--- config.mk ---
export PLATFORM = sky130hd
export DESIGN_NAME = alu_op_sequencer
export DESIGN_NICKNAME = d
export VERILOG_FILES = /design/src/rtl/alu_op_sequencer.sv
export SDC_FILE = /design/constraint.sdc
export NUM_CORES = 1
export LEC_CHECK = 0
export CORE_MARGIN = 1.5
export CORE_UTILIZATION = 40
export DETAILED_ROUTE_END_ITERATION = 8
export PLACE_DENSITY_LB_ADDON = 0.3
export SYNTH_ARGS = -nofsm -noshare
export SYNTH_HDL_FRONTEND = slang
export SYNTH_SLANG_ARGS = --single-unit
--- constraint.sdc ---
create_clock -name clk -period 21.3 [get_ports clk]
set_input_delay 6.39 -clock clk [delete_from_list [all_inputs] [get_ports clk]]
set_output_delay 6.39 -clock clk [all_outputs]
set_load 0.05 [all_outputs]
--- src/rtl/alu_op_sequencer.sv ---
// ----------------------------------------------------------------------------
// alu_op_sequencer
//   Command-driven operand sequencer for the Kalman-filter arithmetic unit.
//   Keeps a register file of S9.14 sign-magnitude words, decodes ADD/SUB/MUL/INV
//   commands into ALU operand/control settings, waits for the ALU result (with a
//   cont handshake and timeout for INV) and writes the result back.
//
// Ports
//   clk, rst                 clock (rising edge), asynchronous active-high reset
//   cmd_valid/cmd_ready      command handshake; accepted on valid & ready
//   cmd_op/dst/a/b           opcode (00 ADD, 01 SUB, 10 MUL, 11 INV) and registers
//   ld_en/ld_addr/ld_data    host write port into the register file
//   rd_addr/rd_data          host combinational read port
//   alu_r/alu_s              registered ALU operands
//   alu_ctl_f/alu_ctl_e      registered ALU function controls
//   alu_inv_rst              one-cycle start pulse for the ALU inverse unit
//   alu_result/alu_cont      ALU result and continue/ready
//   done                     one-cycle pulse after a writeback
//   err                      sticky INV error (timeout or inverse of zero)
// ----------------------------------------------------------------------------
module alu_op_sequencer #(
   parameter int W           = 24,
   parameter int NREG        = 16,
   parameter int AW          = 4,
   parameter int INV_TIMEOUT = 32
) (
   input  logic          clk,
   input  logic          rst,
   input  logic          cmd_valid,
   output logic          cmd_ready,
   input  logic [1:0]    cmd_op,
   input  logic [AW-1:0] cmd_dst,
   input  logic [AW-1:0] cmd_a,
   input  logic [AW-1:0] cmd_b,
   input  logic          ld_en,
   input  logic [AW-1:0] ld_addr,
   input  logic [W-1:0]  ld_data,
   input  logic [AW-1:0] rd_addr,
   output logic [W-1:0]  rd_data,
   output logic [W-1:0]  alu_r,
   output logic [W-1:0]  alu_s,
   output logic          alu_ctl_f,
   output logic          alu_ctl_e,
   output logic          alu_inv_rst,
   input  logic [W-1:0]  alu_result,
   input  logic          alu_cont,
   output logic          done,
   output logic          err
);

   localparam int TW = $clog2(INV_TIMEOUT + 1);

   localparam logic [1:0] OP_ADD = 2'b00;
   localparam logic [1:0] OP_SUB = 2'b01;
   localparam logic [1:0] OP_MUL = 2'b10;
   localparam logic [1:0] OP_INV = 2'b11;

   localparam logic [W-2:0] MAG_ONES = {(W-1){1'b1}};
   localparam logic [W-2:0] MAG_ZERO = {(W-1){1'b0}};

   typedef enum logic [1:0] {
      S_IDLE  = 2'd0,
      S_ISSUE = 2'd1,
      S_WAIT  = 2'd2,
      S_WB    = 2'd3
   } state_t;

   state_t          state_q, state_d;
   logic [1:0]      op_q, op_d;
   logic [AW-1:0]   dst_q, dst_d;
   logic [AW-1:0]   a_q, a_d;
   logic [AW-1:0]   b_q, b_d;
   logic [W-1:0]    res_q, res_d;
   logic            a_sign_q, a_sign_d;
   logic [TW-1:0]   timer_q, timer_d;
   logic [W-1:0]    alu_r_q, alu_r_d;
   logic [W-1:0]    alu_s_q, alu_s_d;
   logic            alu_f_q, alu_f_d;
   logic            alu_e_q, alu_e_d;
   logic            alu_inv_rst_q, alu_inv_rst_d;
   logic            done_q, done_d;
   logic            err_q, err_d;
   logic [W-1:0]    regfile_q [NREG];
   logic [W-1:0]    regfile_d [NREG];

   logic [W-1:0]    opa_s;
   logic [W-1:0]    opb_s;
   logic            wb_en_s;

   // Operands are read from the current (pre-edge) register contents.
   assign opa_s     = regfile_q[a_q];
   assign opb_s     = regfile_q[b_q];
   assign wb_en_s   = (state_q == S_WB);

   // WB is the last cycle of an operation; a new command may be accepted
   // alongside the writeback so back-to-back commands issue every 3 cycles.
   assign cmd_ready = (state_q == S_IDLE) || (state_q == S_WB);

   assign rd_data     = regfile_q[rd_addr];
   assign alu_r       = alu_r_q;
   assign alu_s       = alu_s_q;
   assign alu_ctl_f   = alu_f_q;
   assign alu_ctl_e   = alu_e_q;
   assign alu_inv_rst = alu_inv_rst_q;
   assign done        = done_q;
   assign err         = err_q;

   // Next-state, operand issue, result capture and register-file update.
   always_comb begin
      state_d       = state_q;
      op_d          = op_q;
      dst_d         = dst_q;
      a_d           = a_q;
      b_d           = b_q;
      res_d         = res_q;
      a_sign_d      = a_sign_q;
      timer_d       = timer_q;
      alu_r_d       = alu_r_q;
      alu_s_d       = alu_s_q;
      alu_f_d       = alu_f_q;
      alu_e_d       = alu_e_q;
      alu_inv_rst_d = 1'b0;
      done_d        = wb_en_s;
      err_d         = err_q;

      case (state_q)
         S_IDLE, S_WB: begin
            if (cmd_valid) begin
               op_d    = cmd_op;
               dst_d   = cmd_dst;
               a_d     = cmd_a;
               b_d     = cmd_b;
               state_d = S_ISSUE;
            end else begin
               state_d = S_IDLE;
            end
         end
         S_ISSUE: begin
            timer_d  = {TW{1'b0}};
            a_sign_d = opa_s[W-1];
            state_d  = S_WAIT;
            case (op_q)
               OP_ADD: begin
                  alu_r_d = opa_s;
                  alu_s_d = opb_s;
                  alu_f_d = 1'b0;
                  alu_e_d = 1'b0;
               end
               OP_SUB: begin
                  // Subtraction is addition with the sign bit of B flipped.
                  alu_r_d = opa_s;
                  alu_s_d = {~opb_s[W-1], opb_s[W-2:0]};
                  alu_f_d = 1'b0;
                  alu_e_d = 1'b0;
               end
               OP_MUL: begin
                  alu_r_d = opa_s;
                  alu_s_d = opb_s;
                  alu_f_d = 1'b1;
                  alu_e_d = 1'b0;
               end
               OP_INV: begin
                  if (opa_s[W-2:0] == MAG_ZERO) begin
                     // Inverse of zero: skip the ALU, saturate and flag it.
                     res_d   = {opa_s[W-1], MAG_ONES};
                     err_d   = 1'b1;
                     state_d = S_WB;
                  end else begin
                     alu_r_d       = {1'b0, opa_s[W-2:0]};
                     alu_s_d       = opa_s;
                     alu_f_d       = 1'b1;
                     alu_e_d       = 1'b1;
                     alu_inv_rst_d = 1'b1;
                  end
               end
               default: begin
                  state_d = S_IDLE;
               end
            endcase
         end
         S_WAIT: begin
            if (op_q != OP_INV) begin
               res_d   = alu_result;
               state_d = S_WB;
            end else if (alu_cont && !alu_inv_rst_q) begin
               // cont is only trusted once the start pulse has dropped.
               res_d   = alu_result;
               state_d = S_WB;
            end else if (timer_q == TW'(INV_TIMEOUT - 1)) begin
               res_d   = {a_sign_q, MAG_ONES};
               err_d   = 1'b1;
               state_d = S_WB;
            end else begin
               timer_d = timer_q + 1'b1;
            end
         end
         default: begin
            state_d = S_IDLE;
         end
      endcase

      // Writeback has priority over a host load to the same address.
      for (int i = 0; i < NREG; i++) begin
         if (wb_en_s && (dst_q == AW'(i))) begin
            regfile_d[i] = res_q;
         end else if (ld_en && (ld_addr == AW'(i))) begin
            regfile_d[i] = ld_data;
         end else begin
            regfile_d[i] = regfile_q[i];
         end
      end
   end

   // State, operand, control and register-file flops.
   always_ff @(posedge clk or posedge rst) begin
      if (rst) begin
         state_q       <= S_IDLE;
         op_q          <= 2'b00;
         dst_q         <= {AW{1'b0}};
         a_q           <= {AW{1'b0}};
         b_q           <= {AW{1'b0}};
         res_q         <= {W{1'b0}};
         a_sign_q      <= 1'b0;
         timer_q       <= {TW{1'b0}};
         alu_r_q       <= {W{1'b0}};
         alu_s_q       <= {W{1'b0}};
         alu_f_q       <= 1'b0;
         alu_e_q       <= 1'b0;
         alu_inv_rst_q <= 1'b0;
         done_q        <= 1'b0;
         err_q         <= 1'b0;
         for (int i = 0; i < NREG; i++) begin
            regfile_q[i] <= {W{1'b0}};
         end
      end else begin
         state_q       <= state_d;
         op_q          <= op_d;
         dst_q         <= dst_d;
         a_q           <= a_d;
         b_q           <= b_d;
         res_q         <= res_d;
         a_sign_q      <= a_sign_d;
         timer_q       <= timer_d;
         alu_r_q       <= alu_r_d;
         alu_s_q       <= alu_s_d;
         alu_f_q       <= alu_f_d;
         alu_e_q       <= alu_e_d;
         alu_inv_rst_q <= alu_inv_rst_d;
         done_q        <= done_d;
         err_q         <= err_d;
         for (int i = 0; i < NREG; i++) begin
            regfile_q[i] <= regfile_d[i];
         end
      end
   end

endmodule

; ---- Word-level counts from Yosys, hierarchy flattened
; Index checks and enable logic that the tools add are counted.
[word_totals]
inputBits = 75
mem_bits_ro = 0
latch_bits = 0
memories = 0
mem_bits_rw = 0
output_inout_bits = 78
regBits = 484
[op_classes]
n_div = 0
shifts = 0
add_sub_neg = 1
reduce_logical = 66
eq_ne = 46
bitwise = 4
n_mux = 74
magnitude_cmp = 3
n_mul = 0
[op_table]
columns = cell, count
row1 = 2-to-1 mux 24 bit, 45
row2 = binary-select mux 24 bit (select 4 bit), 3
row3 = case mux 24 bit (2 select lines), 2
row4 = case mux 24 bit (3 select lines), 1
row5 = "equality test 4 bit, second input constant", 16
row6 = nonzero test 2 bit, 17
row7 = logical AND 1 bit, 33
row8 = "equality test 4 x 3 -> 1 bit, second input constant", 8
row9 = logical NOT 23 bit, 1
row10 = 2-to-1 mux 6 bit, 3
row11 = "equality test 4 x 2 -> 1 bit, second input constant", 4
row12 = "!= test 2 bit, second input constant", 8
row13 = "greater-or-equal comparator 5 bit, second input constant", 3
row14 = inverter 4 -> 5 bit, 3
row15 = 2-to-1 mux 1 bit, 12
row16 = case mux 6 bit (2 select lines), 1
row17 = "equality test 2 bit, second input constant", 4
row18 = "equality test 4 x 1 -> 1 bit, second input constant", 2
row19 = logical NOT 4 bit, 2
row20 = AND reduction 4 bit, 2
row21 = "adder 6 x 1 -> 6 bit, second input constant", 1
row22 = "equality test 6 x 5 -> 1 bit, second input constant", 1
row23 = 2-to-1 mux 2 bit, 3
row24 = case mux 2 bit (3 select lines), 1
row25 = other kinds (12), 18

; ---- Depth between registers and ports, before layout
; Gate-level depths: netlist (run 1).
[logic_depth]
ltp_word = 8
mapped_depth = 16
ltp_nobuf = 8

; ---- Least setup slack after synthesis (run 1)
; OpenSTA, ideal clock, no wires.
[synth_path]
path_kind = input-to-output
start = input port rd_addr[0]
end = output port rd_data[0]
t_arrival_ns = 8.783
stages = 5
required_time_ns = 14.910
setup_slack_ns = 6.127
cell_sequence = clkbuf_1 clkbuf_1 buf_1 mux4_2 mux4_2
[synth_between]
elab_chain_len = 4
[synth_rtl]
columns = item, line_no
row1 = start: declaration, 38  ; input logic [AW-1:0] rd_addr,
row2 = inverter 4 -> 5 bit (implied by the code), 99  ; assign rd_data = regfile_q[rd_addr];
row3 = binary-select mux 24 bit (select 4 bit), 99
row4 = 2-to-1 mux 24 bit (implied by the code) (2 in a row), 99
row5 = end: declaration, 39  ; output logic [W-1:0] rd_data,
; Every way passes these cells. The select of a mux whose other input is x is not followed.

; ---- Final worst setup path (run 1)
[layout_path]
start = input port rd_addr[1]
end = output port rd_data[20]
; The elaborated chain is that of the path after synthesis.

==> key figures, run 1 <==
Status
  – Status: finished clean

Placement
  – Global placement routability congestion: roughly 0.87
  – PortBufs: roughly 150
  – Pre-CTS setup slack: 5.13 ns
  – DPL Wire Length: approximately 66,000 um
  – Placed cells: around 3,600

Critical path
  – Slowest cell on the critical path: buf_4
  – Delay-heaviest family, CP: buffers and inverters
  – Worst path max stage delay: 0.75 ns
  – Worst EP arrival: between 9 and 10 ns
  – Req. time, crit path: 14.91 ns
  – Critical Path Source Type: primary input
  – Buf/Inv on CP: 3
  – Critical path class: in2out
  – Setup crit end kind: primary output
  – CP Max Fanout: 49
  – Cell Chain, Critical Path: buf_4, buf_4, mux4_2, mux4_2, clkdlybuf4s50_1

Global route
  – Initial antenna violation count: 7
  – Grt ovf: 0
  – Vias in the first global route: 23,600
  – First-pass GRT wire length: roughly 160,000 um
  – GRT Overall Usage: 28.0%
  – Largest net degree at the start of global routing: between 150 and 200

Floorplanning
  – Core Area: 0.0759 mm2
  – Die area: between 0.07 and 0.08 mm2
  – I/O pins: 153
  – Rows: 101
  – Die Y: approximately 280 um
  – Initial Utilization: 40.4%
  – Die width: between 200 and 300 um

Power and ir drop
  – Switch share: between 40% and 50%
  – Internal power: 0.00341 W
  – Clock power frac: roughly 16%
  – Power Density: about 180 mW/mm2
  – Leakage: about 14 nW
  – Switch Pwr: 0.00271 W
  – Peak supply drop: between 70 and 80 uV
  – Logic gate share of total power: between 50% and 60%
  – Sequential share of power: 32.7%

Cells and area
  – Layout cell share with drive strength beyond 1: roughly a fifth
  – Final Non-Filler Cells: roughly 3,700
  – Area delta synth->final: 13.5%
  – Final net count: 2,717
  – Commonest non-fill, non-tap cell in the layout: dfrtp_1
  – Most frequent cells in the layout: dfrtp_1, mux2i_1, nor2_1, a21oi_1, mux4_2
  – End-of-flow core utilization: 45.9%

Routing
  – Total Wirelength: approximately 110,000 um
  – Residual DRC: 0
  – First-pass DRT Iterations: 6
  – Top Metal Used: met5
  – Post-route ant nets: 0
  – Met2 wire len: 50,200 um
  – Routed length on met3: roughly 11,000 um
  – Initial DRC count: around 2,900
  – Total number of vias: about 24,000
  – Via density per instance: about 6.5
  – WL met1: ~43,000 um
  – WL/cell: 29.6 um

Synth
  – Average cell area after synthesis: about 11 um2
  – Post-synth top flop: dfrtp_1
  – Post-synthesis cell area: approximately 0.031 mm2
  – Ys async rst share: between 90% and 100%
  – Yosys cell types: between 50 and 60
  – Syn nets: ~2,800
  – Number of synthesis warnings: 0
  – Post-synth EDFFs: 0
  – Synth Register Bits: 484
  – Mapped Cells: about 2,700
  – Sequential area share after synthesis: between 30% and 40%

Timing
  – Worst slew margin relative to its limit: 19.6%
  – Total negative setup slack: 0 ns
  – Period utilization: 75.9%
  – Final Slew Violations: 0
  – Clock Skews: 0.0345 ns
  – Minimum clock period: around 16 ns
  – FMAX: between 60 and 70 MHz
  – Final setup viols: 0
  – Tightest Pin Transition: about 1.2 ns
  – RSZ-0062 raised after global routing: no
  – Final setup margin: ~5 ns
  – Final hold viol count: 0
  – Hold Slack: ~0.47 ns

Clocking
  – Hold buffers post-CTS: 0
  – Clock transition at path regs: about 0.06 ns
  – TritonCTS Buffers: 53
  – Number of H-tree levels: 2
  – Sink Count: just under 500
  – Post CTS Setup Buffer Count: 0
  – CTS tree: yes
  – Clock Tree Buf Depth: 3
  – Root Driver: clkbuf_16
  – Worst-Skew Late Latency: about 0.64 ns
  – Post-cts resize count: 0

Run
  – Max-cap violations: 0

Worst hold path
  – Hold/Removal Path Class: reg2reg
==> worst reg2reg max path, stage by stage, from the launching register on <==
cell       delay (ns)
dfrtp_4          0.79
buf_4            0.67
nor2b_2          0.98
a221oi_1         0.29
o21ai_0          0.61
o2111ai_1        0.38
nor4_2           0.81
a41o_2           0.37
buf_4            0.56
o211a_4          0.64
o22a_1           0.24
==> metal layers <==
metal | global-route usage, % | vias to the layer above
met5 | 0 | -
met4 | 13.3 | 4
met3 | 6.41 | 311
met2 | 42.8 | 1508
met1 | 37.9 | 12400
li1 | - | 9933
==> registers in the layout, indices dropped and copies added, names as in the netlist, 4 cells and up <==
| name | flops |
|---|---|
| a_q | 4 |
| alu_r | 24 |
| alu_s | 24 |
| b_q | 4 |
| dst_q | 4 |
| regfile_q | 384 |
| res_q | 24 |
| timer_q | 6 |
==> path summary, 6_finish.rpt <==
kind | start | end | cells past startpoint | slack [ns]
max | rd_addr[1] | rd_data[20] | 5 | 5.14
min | err | err | 1 | 0.47
max reg2reg | a_q[1] | res_q[12] | 10 | 14.89
min reg2reg | err | err | 1 | 0.47
max in group asynchronous | rst | b_q[0] | 4 | 12.57
min in group asynchronous | rst | regfile_q[73] | 2 | 6.27
==> cells by family after synthesis <==
group	synth area share, %
adder cells (fa/ha/maj)	0.163
buffers and inverters	4.35
AND/OR/NAND/NOR	7.02
multiplexers	38.9
flip-flops	39.5
AO/OA/AOI/OAI	10.1
==> per-stage QoR <==
| step | power, W | instance area [um2] |
|---|---|---|
| 2_1_floorplan | 0.00403 | 30700 |
| 3_3_place_gp | 0.00499 | 33000 |
| 3_5_place_dp | 0.00509 | 33000 |
| 4_1_cts | 0.00608 | 34800 |
| 5_1_grt | 0.00640 | 34800 |
| 6_report | 0.00612 | 34800 |
==> power by group through the flow <==
stage                     Clock (W)  Combinational [W]  Sequential, W
after global routing        0.00102            0.00331        0.00206
after CTS                  0.000993            0.00311        0.00198
after floorplan                   0            0.00220        0.00183
after detailed placement          0            0.00310        0.00199
after global placement            0            0.00303        0.00195
final                      0.000983            0.00314        0.00200
==> Yosys cell counts, drive strengths merged, types with 2 or more instances <==
cell,number,area [um2]
o22a,24,210
or3,3,18.8
nor4,2,33.8
and2,2,12.5
o21ai,68,340
ha,4,50.1
dfrtp,484,12100
buf,81,440
o22ai,9,56.3
o211ai,3,22.5
a41o,2,20.0
a22oi,19,143
nand3,7,35.0
or3b,2,17.5
nand2b,8,50.1
nor2b,5,31.3
nand3b,7,65.1
clkbuf,217,815
mux2,32,360
mux4,325,7320
nor3,3,15.0
or4b,2,20.0
a221o,2,20.0
a22o,9,78.8
a221oi,21,184
inv,20,75.1
nor2,407,1530
nand2,78,293
a21oi,381,1910
mux2i,424,4240
==> layout make-up <==
class | count | area, um2
Antenna cell | 3 | 7.51
Clock buffer | 79 | 1570
Clock inverter | 20 | 259
Fill cell | 6803 | 41100
Inverter | 21 | 86.3
Multi-Input combinational cell | 1868 | 17500
Sequential cell | 484 | 12100
Tap cell | 1030 | 1290
Timing Repair Buffer | 210 | 1960
Note: power is estimated with default switching activity, not from simulation.
==> run 2, diff against run 1 <==
==> constraint.sdc (replaced) <==
create_clock -name clk -period 13.47 [get_ports clk]
set_input_delay 4.041 -clock clk [delete_from_list [all_inputs] [get_ports clk]]
set_output_delay 4.041 -clock clk [all_outputs]
set_load 0.05 [all_outputs]
==> run 2 against run 1 <==
Compared with the run above: via count shrank 0.30%; setup slack got worse by 2.7 ns; largest power group unchanged; clock skew is 0.020 ns lower; sequential cell count unchanged; largest cell class unchanged; sequential share of layout area shrank 0.060 points; clock power increased by 61%.
==> key figures, run 2 (synthesis gave the netlist of run 1 again) <==
Timing
  – Total negative setup slack: 0 ns
  – Period utilization: between 80% and 90%
  – Final setup viols: 0
  – Final hold viol count: 0
  – Clock Skews: roughly 0.015 ns
  – Tightest Pin Transition: ~1.4 ns
  – Final setup margin: approximately 2.5 ns
  – Minimum clock period: 10.99 ns
  – Worst slew margin relative to its limit: 3.64%
  – FMAX: slightly above 90 MHz
  – RSZ-0062 raised after global routing: no
  – Final Slew Violations: 0

Cells and area
  – ANT cells: 0
  – Max reg flops: ~380
  – Final net count: around 2,700
  – Commonest non-fill, non-tap cell in the layout: dfrtp_1
  – End-of-flow core utilization: roughly 46%
  – Reg with most FFs: regfile_q
  – Area delta synth->final: 13.7%
  – Final Non-Filler Cells: between 3,000 and 4,000
  – Layout cell share with drive strength beyond 1: between 20% and 30%
  – Most frequent cells in the layout: dfrtp_1, mux2i_1, nor2_1, a21oi_1, mux4_2

Floorplanning
  – Die width: 280 um
  – Die Y: about 280 um
  – Initial Utilization: approximately 40%
  – Die area: ~0.078 mm2
  – Core Area: between 0.07 and 0.08 mm2
  – Rows: 101
  – I/O pins: ~150

Critical path
  – Worst path max stage delay: between 0.7 and 0.8 ns
  – Slowest cell on the critical path: clkdlybuf4s50_1
  – Critical path class: in2out
  – Cell Chain, Critical Path: buf_6, buf_4, mux4_2, mux4_2, clkdlybuf4s50_1
  – Reg2Reg Setup Slack: approximately 7.7 ns
  – Crit path from: rd_addr[0]
  – FF-to-FF path depth: 9
  – Critical Path Source Type: primary input
  – Reg2reg start: a_q[1]
  – Setup crit end kind: primary output
  – CP Max Fanout: 53
  – Reg-to-reg endpoint: res_q[8]
  – Worst EP arrival: around 7.0 ns
  – Req. time, crit path: 9.43 ns
  – Crit path top cell by count: mux4_2

Placement
  – Pre-CTS setup slack: roughly 2.4 ns
  – Placed cells: 3,619
  – DPL Wire Length: ~66,000 um
  – PortBufs: between 150 and 200
  – Global placement routability congestion: between 0.8 and 0.9

Power and ir drop
  – Leakage: ~14 nW
  – Sequential share of power: about 33%
  – Clock power frac: about 16%
  – Switch share: about 44%
  – Internal power: 0.00542 W
  – Power Density: between 200 and 300 mW/mm2
  – Power, Total: slightly below 0.01 W
  – Switch Pwr: 0.00430 W
  – Peak supply drop: around 130 uV
  – Logic gate share of total power: 50.9%

Clocking
  – Worst-Skew Late Latency: roughly 0.62 ns
  – CTS tree: yes
  – Post-cts resize count: 0
  – Sink Count: 484
  – Clock transition at path regs: about 0.06 ns
  – Post CTS Setup Buffer Count: 0
  – TritonCTS Buffers: 53
  – Root Driver: clkbuf_16
  – Number of H-tree levels: 2
  – Clock Tree Buf Depth: 3
  – Hold buffers post-CTS: 0

Worst hold path
  – Hold depth: 1
  – Hold endpoint: err
  – Hold/Removal Path Class: reg2reg
  – Hold Startpoint: err

Routing
  – First-pass DRT Iterations: 6
  – Post-route ant nets: 0
  – Initial DRC count: around 3,000
  – Total number of vias: 24,100
  – Residual DRC: 0
  – Total Wirelength: roughly 110,000 um
  – WL/cell: 29.8 um
  – Via density per instance: roughly 6.5

Run
  – Max-cap violations: 0

Global route
  – Initial antenna violation count: 2
  – Vias in the first global route: 23,900
  – First-pass GRT wire length: between 150,000 and 200,000 um
  – Grt ovf: 0
  – GRT Overall Usage: 28.2%
  – Largest net degree at the start of global routing: approximately 160

Status
  – Status: finished clean
-- run 2: changes by cell type in the layout (fill, tap and decap cells not counted) --
cell        previous run  this run
diode_2                3         0
inv_8                  1         0
clkbuf_8              15        10
buf_4                 58        64
clkinvlp_4             3         1
bufinv_16              5         7
clkbuf_16             53        55
inv_6                  1         2
clkinv_2               9        10
clkinv_8               2         0
clkinv_4               0         3
-- run 2: critical path: cells and delay by family --
family | cells | cell delay, ns
multiplexers | 2 | 1.07
buffers and inverters | 3 | 1.80
-- run 2: area by class of cell --
| type | count | area [um2] |
|---|---|---|
| clock buffer | 76 | 1560 |
| sequential | 484 | 12100 |
| tap | 1030 | 1290 |
| inverter | 21 | 82.6 |
| timing repair buffer | 216 | 2000 |
| clock inverter | 22 | 304 |
| fill | 6683 | 41100 |
| multi-input combinational | 1868 | 17500 |
-- run 2: metrics by stage --
stage	instance area (um2)	hold slack [ns]
finish	34900	0.487
global route	34900	0.492
CTS	34900	0.481
detailed placement	33000	0.467
global placement	33000	0.456
floorplan	30700	0.479
-- run 2: worst max path at each step --
stage,end,slack [ns]
2_1_floorplan,a_q[0],2.87
3_3_place_gp,rd_data[13],2.48
3_5_place_dp,rd_data[13],2.42
4_1_cts,rd_data[18],2.41
5_1_grt,rd_data[18],2.32
6_report,rd_data[19],2.48
-- run 2: power groups by stage --
stage / clock (W) / sequential, W / combinational [W]
floorplan: 0 / 0.00289 / 0.00347
global placement: 0 / 0.00311 / 0.00478
detailed placement: 0 / 0.00317 / 0.00489
CTS: 0.00160 / 0.00315 / 0.00490
global route: 0.00165 / 0.00329 / 0.00522
finish: 0.00158 / 0.00320 / 0.00495
-- run 2: metal layers --
metal | up-vias | share of wire, % | global-route usage (%)
li1 | 9947 | - | -
met2 | 1546 | 46 | 43.7
met5 | - | 0.022 | 0
met1 | 12300 | 38 | 37.0
met4 | 4 | 4.9 | 12.7
met3 | 303 | 11 | 7.49
==> run 3, diff against run 2 <==
==> constraint.sdc (replaced) <==
create_clock -name clk -period 11.3 [get_ports clk]
set_input_delay 3.39 -clock clk [delete_from_list [all_inputs] [get_ports clk]]
set_output_delay 3.39 -clock clk [all_outputs]
set_load 0.05 [all_outputs]
==> run 3 against run 2 <==
Compared with the run above: clock power is 25% higher; sequential share of layout area is 0.12 points lower; design area is 0.33% higher; cell count hardly changed; critical path type unchanged.
==> key figures, run 3 (synthesis gave the netlist of run 1 again) <==
Cells and area
  – Commonest non-fill, non-tap cell in the layout: dfrtp_1
  – Max reg flops: between 300 and 400
  – Most frequent cells in the layout: dfrtp_1, mux2i_1, nor2_1, a21oi_1, mux4_2
  – Area delta synth->final: 14.1%
  – Final net count: ~2,700
  – Reg with most FFs: regfile_q
  – Final Cell Area: around 0.035 mm2
  – Layout cell share with drive strength beyond 1: 21.1%
  – ANT cells: 0

Critical path
  – Critical path class: in2out
  – Reg2Reg Setup Slack: around 5.5 ns
  – FF-to-FF path depth: 10
  – Crit path from: rd_addr[0]
  – Reg2reg start: a_q[0]
  – Critical Path Source Type: primary input
  – Reg-to-reg endpoint: res_q[6]
  – Crit path to: rd_data[20]
  – Worst EP arrival: 6.32 ns
  – Setup crit end kind: primary output
  – Req. time, crit path: a little under 8 ns
  – CP Max Fanout: 57

Placement
  – PortBufs: between 150 and 200
  – DPL Wire Length: 65,800 um
  – Global placement routability congestion: roughly 0.9
  – Dpl cell area: 0.0331 mm2

Clocking
  – TritonCTS Buffers: between 50 and 60
  – Post CTS Setup Buffer Count: 0
  – Post-cts resize count: 0
  – Worst-Skew Late Latency: roughly 0.64 ns
  – Clock Tree Buf Depth: 3
  – Clock transition at path regs: roughly 0.060 ns
  – Hold buffers post-CTS: 0
  – CTS tree: yes
  – Root Driver: clkbuf_16
  – Number of H-tree levels: 2
  – Sink Count: 484

Timing
  – Final Slew Violations: 0
  – Period utilization: roughly 86%
  – Minimum clock period: between 9 and 10 ns
  – Final hold viol count: 0
  – Tightest Pin Transition: ~1.2 ns
  – FMAX: between 100 and 150 MHz
  – Worst slew margin relative to its limit: roughly 18%
  – Hold Slack: about 0.48 ns
  – Clock Skews: approximately 0.028 ns
  – RSZ-0062 raised after global routing: no
  – Total negative setup slack: 0 ns
  – Final setup viols: 0

Worst hold path
  – Hold/Removal Path Class: reg2reg
  – Hold depth: 2

Routing
  – First-pass DRT Iterations: 8
  – Total Wirelength: ~110,000 um
  – Total number of vias: between 20,000 and 25,000
  – Via density per instance: between 6 and 7
  – Initial DRC count: between 2,000 and 3,000
  – Post-route ant nets: 0
  – WL/cell: between 20 and 30 um
  – Residual DRC: 0

Power and ir drop
  – Switch Pwr: about 0.0051 W
  – Switch share: between 40% and 50%
  – Sequential share of power: about a third
  – Leakage: between 10 and 15 nW
  – Logic gate share of total power: roughly 51%
  – Power, Total: 0.0117 W
  – Peak supply drop: approximately 170 uV
  – Power Density: roughly 330 mW/mm2
  – Clock power frac: 16.9%
  – Internal power: ~0.0065 W

Floorplanning
  – Die Y: 280 um
  – Rows: 101
  – Die width: approximately 280 um
  – Core Area: roughly 0.076 mm2
  – Initial Utilization: approximately 40%
  – I/O pins: approximately 150
  – Die area: between 0.07 and 0.08 mm2

Global route
  – Largest net degree at the start of global routing: 142
  – First-pass GRT wire length: roughly 160,000 um
  – GRT Overall Usage: between 20% and 30%
  – Grt ovf: 0
  – Vias in the first global route: around 24,000
  – Initial antenna violation count: 1

Run
  – Max-cap violations: 0

Status
  – Status: finished clean
run 3: changes by cell type in the layout (fill, tap and decap cells not counted), sizes merged:
cell / before / now
inv: 21 / 20
clkinv: 14 / 11
clkbuf: 76 / 75
clkinvlp: 1 / 4
bufinv: 7 / 10
buf: 68 / 69
run 3: worst min path at each step:
stage / start / to / slack, ns
2_1_floorplan: regfile_q[360] / regfile_q[360] / 0.48
3_3_place_gp: err / err / 0.47
3_5_place_dp: alu_s[9] / alu_s[9] / 0.47
4_1_cts: alu_s[9] / alu_s[9] / 0.48
5_1_grt: err / err / 0.52
6_report: alu_s[9] / alu_s[9] / 0.48
run 3: metrics by stage:
stage | instances | worst slack, ns | util (%)
2_1_floorplan | 2671 | 1.35 | -
3_3_place_gp | 3620 | 1.63 | 43.5
3_5_place_dp | 3620 | 1.57 | 43.5
4_1_cts | 3719 | 1.57 | 46.1
5_1_grt | 3719 | 1.46 | 46.1
6_report | 3719 | 1.59 | 46.1
run 3: cell type report:
| cell class | instances | area [um2] |
|---|---|---|
| sequential | 484 | 12100 |
| clock buffer | 75 | 1560 |
| fill | 6723 | 40900 |
| inverter | 21 | 82.6 |
| clock inverter | 24 | 382 |
| multi-input combinational | 1868 | 17500 |
| timing repair buffer | 217 | 2040 |
| tap | 1030 | 1290 |
run 3: critical path, cell delays in order:
cell and delay (ns):
buf_6 0.59, buf_4 0.42, mux4_2 0.56, mux4_2 0.56, clkdlybuf4s50_1 0.75
run 3: metal layers:
layer	up-vias	global-route usage, %	share of wire, %
li1	9966	-	-
met1	12500	38.1	39
met2	1491	43.1	45
met3	316	6.81	10
met4	2	12.7	5.0
met5	-	0	0.012
run 3: power by group through the flow:
| stage | Clock, W | Combinational (W) | Sequential, W |
|---|---|---|---|
| 6_report | 0.00197 | 0.00593 | 0.00378 |
| 3_3_place_gp | 0 | 0.00572 | 0.00368 |
| 3_5_place_dp | 0 | 0.00586 | 0.00374 |
| 2_1_floorplan | 0 | 0.00414 | 0.00345 |
| 5_1_grt | 0.00206 | 0.00627 | 0.00389 |
| 4_1_cts | 0.00199 | 0.00587 | 0.00373 |
